`src/rtl/apple_placer.sv`:
```
// ----------------------------------------------------------------------------
// apple_placer
//
// Game-side master of the apple generator. Watches the snake head for an eat,
// asks the generator for a new apple position, and checks every candidate
// against the head and each body segment before publishing it as valid.
//
// Ports
//   clk_25M       in   system clock
//   rst           in   asynchronous, active-low reset
//   move_tick     in   1-cycle pulse: head_x/head_y just updated
//   head_x/head_y in   snake head position
//   snake_len     in   number of body segments held in body RAM
//   body_rd_addr  out  body RAM read address
//   body_x/body_y in   body RAM read data, one cycle after body_rd_addr
//   apple_x_pos/
//   apple_y_pos   in   candidate position from the generator
//   apple_gen     out  1-cycle request for a new candidate
//   apple_valid   out  apple position is final (render it, test for eating)
//   apple_eaten   out  1-cycle pulse on eat
//   grow          out  1-cycle pulse on eat, coincident with apple_eaten
//   score         out  saturating count of apples eaten
//   place_fail    out  sticky: a placement ran out of retries
// ----------------------------------------------------------------------------
module apple_placer #(
    parameter int LEN_W     = 8,
    parameter int SCORE_W   = 10,
    parameter int MAX_RETRY = 8
) (
    input  logic               clk_25M,
    input  logic               rst,
    input  logic               move_tick,
    input  logic [6:0]         head_x,
    input  logic [5:0]         head_y,
    input  logic [LEN_W-1:0]   snake_len,
    output logic [LEN_W-1:0]   body_rd_addr,
    input  logic [6:0]         body_x,
    input  logic [5:0]         body_y,
    input  logic [6:0]         apple_x_pos,
    input  logic [5:0]         apple_y_pos,
    output logic               apple_gen,
    output logic               apple_valid,
    output logic               apple_eaten,
    output logic               grow,
    output logic [SCORE_W-1:0] score,
    output logic               place_fail
);

    localparam int RETRY_W = $clog2(MAX_RETRY + 1);
    localparam logic [RETRY_W-1:0] RETRY_LIMIT = RETRY_W'(MAX_RETRY);

    typedef enum logic [1:0] {
        IDLE,
        GEN,
        WAIT,
        CHECK
    } state_t;

    state_t             state_q, state_d;
    logic               eat_q, eat_d;        // the one-cycle eat pulse
    logic [LEN_W-1:0]   len_q, len_d;        // snake_len frozen for the scan
    logic [LEN_W-1:0]   idx_q, idx_d;        // 0 = head compare, k = body[k-1]
    logic [RETRY_W-1:0] retry_q, retry_d;
    logic [SCORE_W-1:0] score_q, score_d;
    logic               fail_q, fail_d;

    logic head_hit;
    logic body_hit;
    logic cand_hit;

    // The same head comparator serves eat detection in IDLE and the
    // head-versus-candidate test on the first CHECK cycle.
    assign head_hit = (head_x == apple_x_pos) && (head_y == apple_y_pos);
    assign body_hit = (body_x == apple_x_pos) && (body_y == apple_y_pos);

    // Body RAM data lags the address by one cycle, so the compare at idx k
    // (k >= 1) looks at segment k-1; idx 0 has no body data yet and tests
    // the head instead.
    assign cand_hit = (idx_q == '0) ? head_hit : body_hit;

    // Reset parks the FSM in WAIT: every output is 0 there and the first
    // clock after release moves straight into CHECK, which validates the
    // generator's own reset apple.
    always_ff @(posedge clk_25M or negedge rst) begin
        if (!rst) begin
            state_q <= WAIT;
            eat_q   <= 1'b0;
            len_q   <= '0;
            idx_q   <= '0;
            retry_q <= '0;
            score_q <= '0;
            fail_q  <= 1'b0;
        end else begin
            state_q <= state_d;
            eat_q   <= eat_d;
            len_q   <= len_d;
            idx_q   <= idx_d;
            retry_q <= retry_d;
            score_q <= score_d;
            fail_q  <= fail_d;
        end
    end

    always_comb begin
        state_d      = state_q;
        eat_d        = 1'b0;
        len_d        = len_q;
        idx_d        = idx_q;
        retry_d      = retry_q;
        score_d      = score_q;
        fail_d       = fail_q;
        apple_gen    = 1'b0;
        apple_valid  = 1'b0;
        body_rd_addr = '0;

        case (state_q)
            IDLE: begin
                // During the eat cycle the apple is no longer shown and a
                // second move_tick on the same spot must not count again.
                apple_valid = !eat_q;
                if (eat_q) begin
                    state_d = GEN;
                end else if (move_tick && head_hit) begin
                    eat_d   = 1'b1;
                    retry_d = '0;
                    if (score_q != '1) begin
                        score_d = score_q + 1'b1;
                    end
                end
            end

            GEN: begin
                apple_gen = 1'b1;
                state_d   = WAIT;
            end

            WAIT: begin
                // The generator has just updated; give it one cycle and
                // latch the snake length for the coming scan.
                state_d = CHECK;
                len_d   = snake_len;
                idx_d   = '0;
            end

            CHECK: begin
                // The final compare cycle has no further address to issue.
                if (idx_q < len_q) begin
                    body_rd_addr = idx_q;
                end
                if (cand_hit) begin
                    if (retry_q < RETRY_LIMIT) begin
                        retry_d = retry_q + 1'b1;
                        state_d = GEN;
                    end else begin
                        // Out of retries: keep the overlapping candidate
                        // rather than stall the game.
                        fail_d  = 1'b1;
                        state_d = IDLE;
                    end
                end else if (idx_q == len_q) begin
                    state_d = IDLE;
                end else begin
                    idx_d = idx_q + 1'b1;
                end
            end

            default: begin
                state_d = WAIT;
            end
        endcase
    end

    assign apple_eaten = eat_q;
    assign grow        = eat_q;
    assign score       = score_q;
    assign place_fail  = fail_q;

endmodule

```
`config.mk`:
```
export PLATFORM = sky130hd
export DESIGN_NAME = apple_placer
export DESIGN_NICKNAME = d
export VERILOG_FILES = /design/src/rtl/apple_placer.sv
export SDC_FILE = /design/constraint.sdc
export NUM_CORES = 1
export LEC_CHECK = 0
export CAP_MARGIN = 20
export CORE_ASPECT_RATIO = 1.2
export CORE_UTILIZATION = 45
export CTS_BUF_LIST = sky130_fd_sc_hd__clkbuf_2
export DETAILED_ROUTE_END_ITERATION = 10
export PLACE_DENSITY = 0.89
export RECOVER_POWER = 100
export SYNTH_ARGS = -nofsm -noshare
export SYNTH_HDL_FRONTEND = slang
export SYNTH_SLANG_ARGS = --single-unit
export TNS_END_PERCENT = 100
```
`constraint.sdc`:
```
create_clock -name clk_25M -period 7.13 [get_ports clk_25M]
set_input_delay 2.139 -clock clk_25M [delete_from_list [all_inputs] [get_ports clk_25M]]
set_output_delay 2.139 -clock clk_25M [all_outputs]
set_load 0.02 [all_outputs]
```
Word-level counts from Yosys, hierarchy flattened
Index checks and enable logic that the tools add are counted.
Operators by class
  add/subtract/negate cells: 3
  magnitude comparators: 2
  eq/ne operators: 17
  multiplexer cells: 21
  bitwise logic cells: 2
  reductions and logical operators: 13
Operator list (number)
  $mux W8: 4
  $mux W4: 4
  $pmux W8 S2: 1
  $eq A7 B7 Y1: 2
  $ne A2 B2 Y1 const B: 7
  $eq A6 B6 Y1: 2
  $add A10 B1 Y10 const B: 1
  $ne A10 B10 Y1 const B: 1
  $add A8 B1 Y8 const B: 1
  $eq A8 B8 Y1: 1
  $logic_not A8 Y1: 1
  $lt A8 B8 Y1: 1
  $pmux W2 S4: 1
  $pmux W4 S2: 1
  $mux W1: 7
  $mux W2: 3
  $reduce_and A3 Y1: 2
  $reduce_and A5 Y1: 1
  $add A4 B1 Y4 const B: 1
  $eq A2 B2 Y1 const B: 2
  $lt A4 B4 Y1 const B: 1
  $reduce_and A4 Y1: 1
  $reduce_bool A2 Y1: 2
  $logic_and A1 B1 Y1: 3
  other kinds (6): 7
Word-level totals
  bits in registers: 34
  bits of input ports: 50
  output and inout port bits: 23

Logic depth before layout (Yosys ltp)
  depth in word-level cells: 6
  depth in mapped cells: 9
  gate-level depth less buffers: 8

Worst setup path after synthesis
No wires, ideal clock.
  path type: flip-flop to output port
  from: register idx_q[1]
  to: output port body_rd_addr[0]
  data arrival time: 2009 ps
  data required time: 4991 ps
  slack: 2982 ps
  stages on the path, launching flop included: 8
  buffers on the path: 0
  path through: dfrtp_1 > ha_1 > nor2b_1 > o21a_1 > o21a_1 > o211ai_1 > a21boi_0 > o21ai_0
On the way
  word-level cells in the longest chain between the ends: 3
RTL lines
  start, declared: RTL line 62  | logic [LEN_W-1:0] idx_q, idx_d;
  start signal, assigned: RTL line 97  | idx_q <= idx_d;
  $lt A8 B8 Y1: RTL line 147  | if (idx_q < len_q) begin
  $mux W8: RTL line 147
  $mux W8: RTL line 116  | case (state_q)
  end, declared: RTL line 36  | output logic [LEN_W-1:0] body_rd_addr,
No other way between the ends.

Worst setup path after layout
  from: register state_q[1]
  to: output port body_rd_addr[2]
On the way
  word-level cells in the longest chain between the ends: 2
RTL lines
  start, declared: RTL line 59  | state_t state_q, state_d;
  start signal, assigned: RTL line 94  | state_q <= state_d;
  $eq A2 B2 Y1: RTL line 116
  $mux W8: RTL line 116
No other way between the ends.

==> impl_metrics.ini <==
[worst_setup_path]
arrival_ps = 3220
critPathMaxStageDelay_ps = 690
end_kind = output pin
path_cells = ha_1 > inv_1 > nor2_1 > nand3b_1 > o21ai_0 > dlygate4sd3_1
start_kind = flip-flop
criticalPathCategory = reg2out
cp_max_fo = 13
critPathSlowestCell = dlygate4sd3_1
critical_path_required_ps = 4990

[route]
drtIter0Drc = 126
wl_um = 5520
drtAntennaViolNets = 0
drc = 0
dr.pass1.iters = 4
viasPerCell = 5.52
wl_per_cell_um = 14.2
vias = 2153

[placement]
gp_congestion = 0.851
dp_cells = 382
portBuffers = 72
dp_hpwl_um = 4390

[timing]
max_freq_mhz = 187
slew_headroom = -0.237
final.setup_skew_ps = 16.7
tightest_slew_ps = 1860
drv_slew = 35
setup_viol = 0
finalSetupTns_ps = 0
rsz0062_at_grt = no
period_needed_ps = 5360
post-route-period-util = 0.752
hold_viol = 0

[floorplan]
dieArea_um2 = 5620
initial_utilization = 0.478
coreArea_um2 = 5010
dieHeight_um = 81.9
die_w_um = 68.6
boundaryPins = 73
rows = 28

[clocking]
cts_setup_buffers = 0
cts.reportedPaths.clkPinSlew_ps = 170
htreeDepth = 2
cts_sinks = 34
numCtsBuffers = 5
clk_latency_ps = 390
clock_path_buffers = 2
cts_resized = 0
root_buffer = clkbuf_2
cts_tree = built
cts.hold.buffers_added = 0

[synthesis]
ys_ff_latch = 34
synth_edf_count = 0
synthFlopType = dfrtp_1
ys_async_sr_fraction = 1.00
synth_cell_types = 39
syn-cell-area_um2 = 2390
ys_seq_area_frac = 0.356
syn_area_per_cell_um2 = 9.35
yosysWarnings = 0
synthCells = 256
synth_nets = 322

[cells_and_area]
syn2layout_area_growth_pct = 33.1
fillCellCount = 419
drive_gt1_frac = 0.0424
final_cell_mix = clkdlybuf4s50_1 (38), dlygate4sd3_1 (34), dfrtp_1 (33)
multi_input_area_um2 = 1450
diodes = 0
final_nets = 395
final-instance-count-excl-fill = 390
seq_area_um2 = 852
mostFrequentLayoutCell = clkdlybuf4s50_1

[global_route]
track_usage = 0.214
antenna_found_initial = 0
grt_start_max_net_pins = 35
first_global_vias = 2136
grt_pass1_wl_um = 8980
grt_overflow = 0

[power_and_ir_drop]
p_seq_frac = 0.369
clockPowerShare = 0.118
p_int_w = 0.000437
power_frac_comb = 0.513
switching_share = 0.431
ir_worst_vdd_v = 0.000120
power_density_nw_per_um2 = 241
p_leak_nw = 1.44
switching_power_w = 0.000332

[hold_path]
hp-class = reg2reg

[run]
cap_violations = 1

[status]
outcome = finished, violations left
violations = capacitance limit, slew limit
[power by group through the flow]
stage	registers, W	logic, W	clock network [W]
final	0.000284	0.000394	0.0000908
after global placement	0.000284	0.000382	0
after global routing	0.000289	0.000445	0.000100
after CTS	0.000282	0.000402	0.0000926
after floorplan	0.000271	0.000287	0
after detailed placement	0.000286	0.000401	0
[metal layers]
metal	global-route usage	wire (um)	vias up
met1	0.214	2200	1003
li1	-	-	1062
met5	0	0	-
met4	0.0813	92	0
met3	0.0500	294	9
met2	0.412	2930	79
[path summary, 6_finish.rpt]
path | from | end | slack [ps] | cells past startpoint
max reg2reg | idx_q[0]$_DFFE_PN0P_ | idx_q[6]$_DFFE_PN0P_ | 4340 | 8
min reg2reg | place_fail$_DFFE_PN0P_ | place_fail$_DFFE_PN0P_ | 480 | 1
max in group asynchronous | rst | place_fail$_DFFE_PN0P_ | 3310 | 2
min | place_fail$_DFFE_PN0P_ | place_fail$_DFFE_PN0P_ | 480 | 1
min in group asynchronous | rst | score[6]$_DFFE_PN0P_ | 2760 | 2
max | state_q[1]$_DFFE_PN1P_ | body_rd_addr[2] | 1770 | 6
[stage by stage]
stage	area, um2	hold WS, ps	power, W	util	worst slack, ps
after floorplan	2390	487	0.000559	-	2980
after global placement	3160	445	0.000665	0.631	2470
after detailed placement	3160	446	0.000688	0.631	2300
after CTS	3200	488	0.000777	0.639	1860
after global routing	3190	489	0.000834	0.636	1540
final	3190	478	0.000769	0.636	1770
[critical path: cells and delay by family (launching register included)]
| kind | cells | cell delay [ps] |
|---|---|---|
| DFF | 1 | 610 |
| AOI/OAI and AO/OA | 1 | 170 |
| and+or+nand+nor | 2 | 740 |
| adders and majority gates | 1 | 380 |
| buffers and inverters | 2 | 950 |
[state kept, by name (all words and copies together), names as in the netlist]
| register | count |
|---|---|
| score | 10 |
| apple_eaten | 1 |
| len_q | 8 |
| state_q | 2 |
| idx_q | 8 |
| retry_q | 4 |
| place_fail | 1 |
[layout make-up]
class / instances / share of cell area
clock buffer: 5 / 0.00785
tap: 60 / 0.0235
sequential: 34 / 0.267
inverter: 12 / 0.0141
timing repair buffer: 73 / 0.227
multi-input combinational: 203 / 0.455
clock inverter: 3 / 0.00510
[cells by family after synthesis]
group	Yosys count	synth area share
AO/OA/AOI/OAI	40	0.108
XOR/XNOR	35	0.128
adder cells (fa/ha/maj)	16	0.0836
buffers and inverters	19	0.0345
flip-flops	34	0.356
multiplexers	8	0.0350
AND/OR/NAND/NOR	104	0.255
[synthesized netlist by cell type (all sizes together) (5+ instances only)]
cell type	n	area [um2]
o21ai	21	105
xnor2	31	272
nand3	7	35.0
dfrtp	33	826
nand4	13	81.3
clkbuf	5	18.8
inv	12	45.0
ha	16	200
and3	7	43.8
mux2i	5	50.1
nor2	9	33.8
or4	8	60.1
nor3	5	25.0
nand3b	14	105
nand2	28	105
No activity file was read; power rests on OpenSTA's default activity.
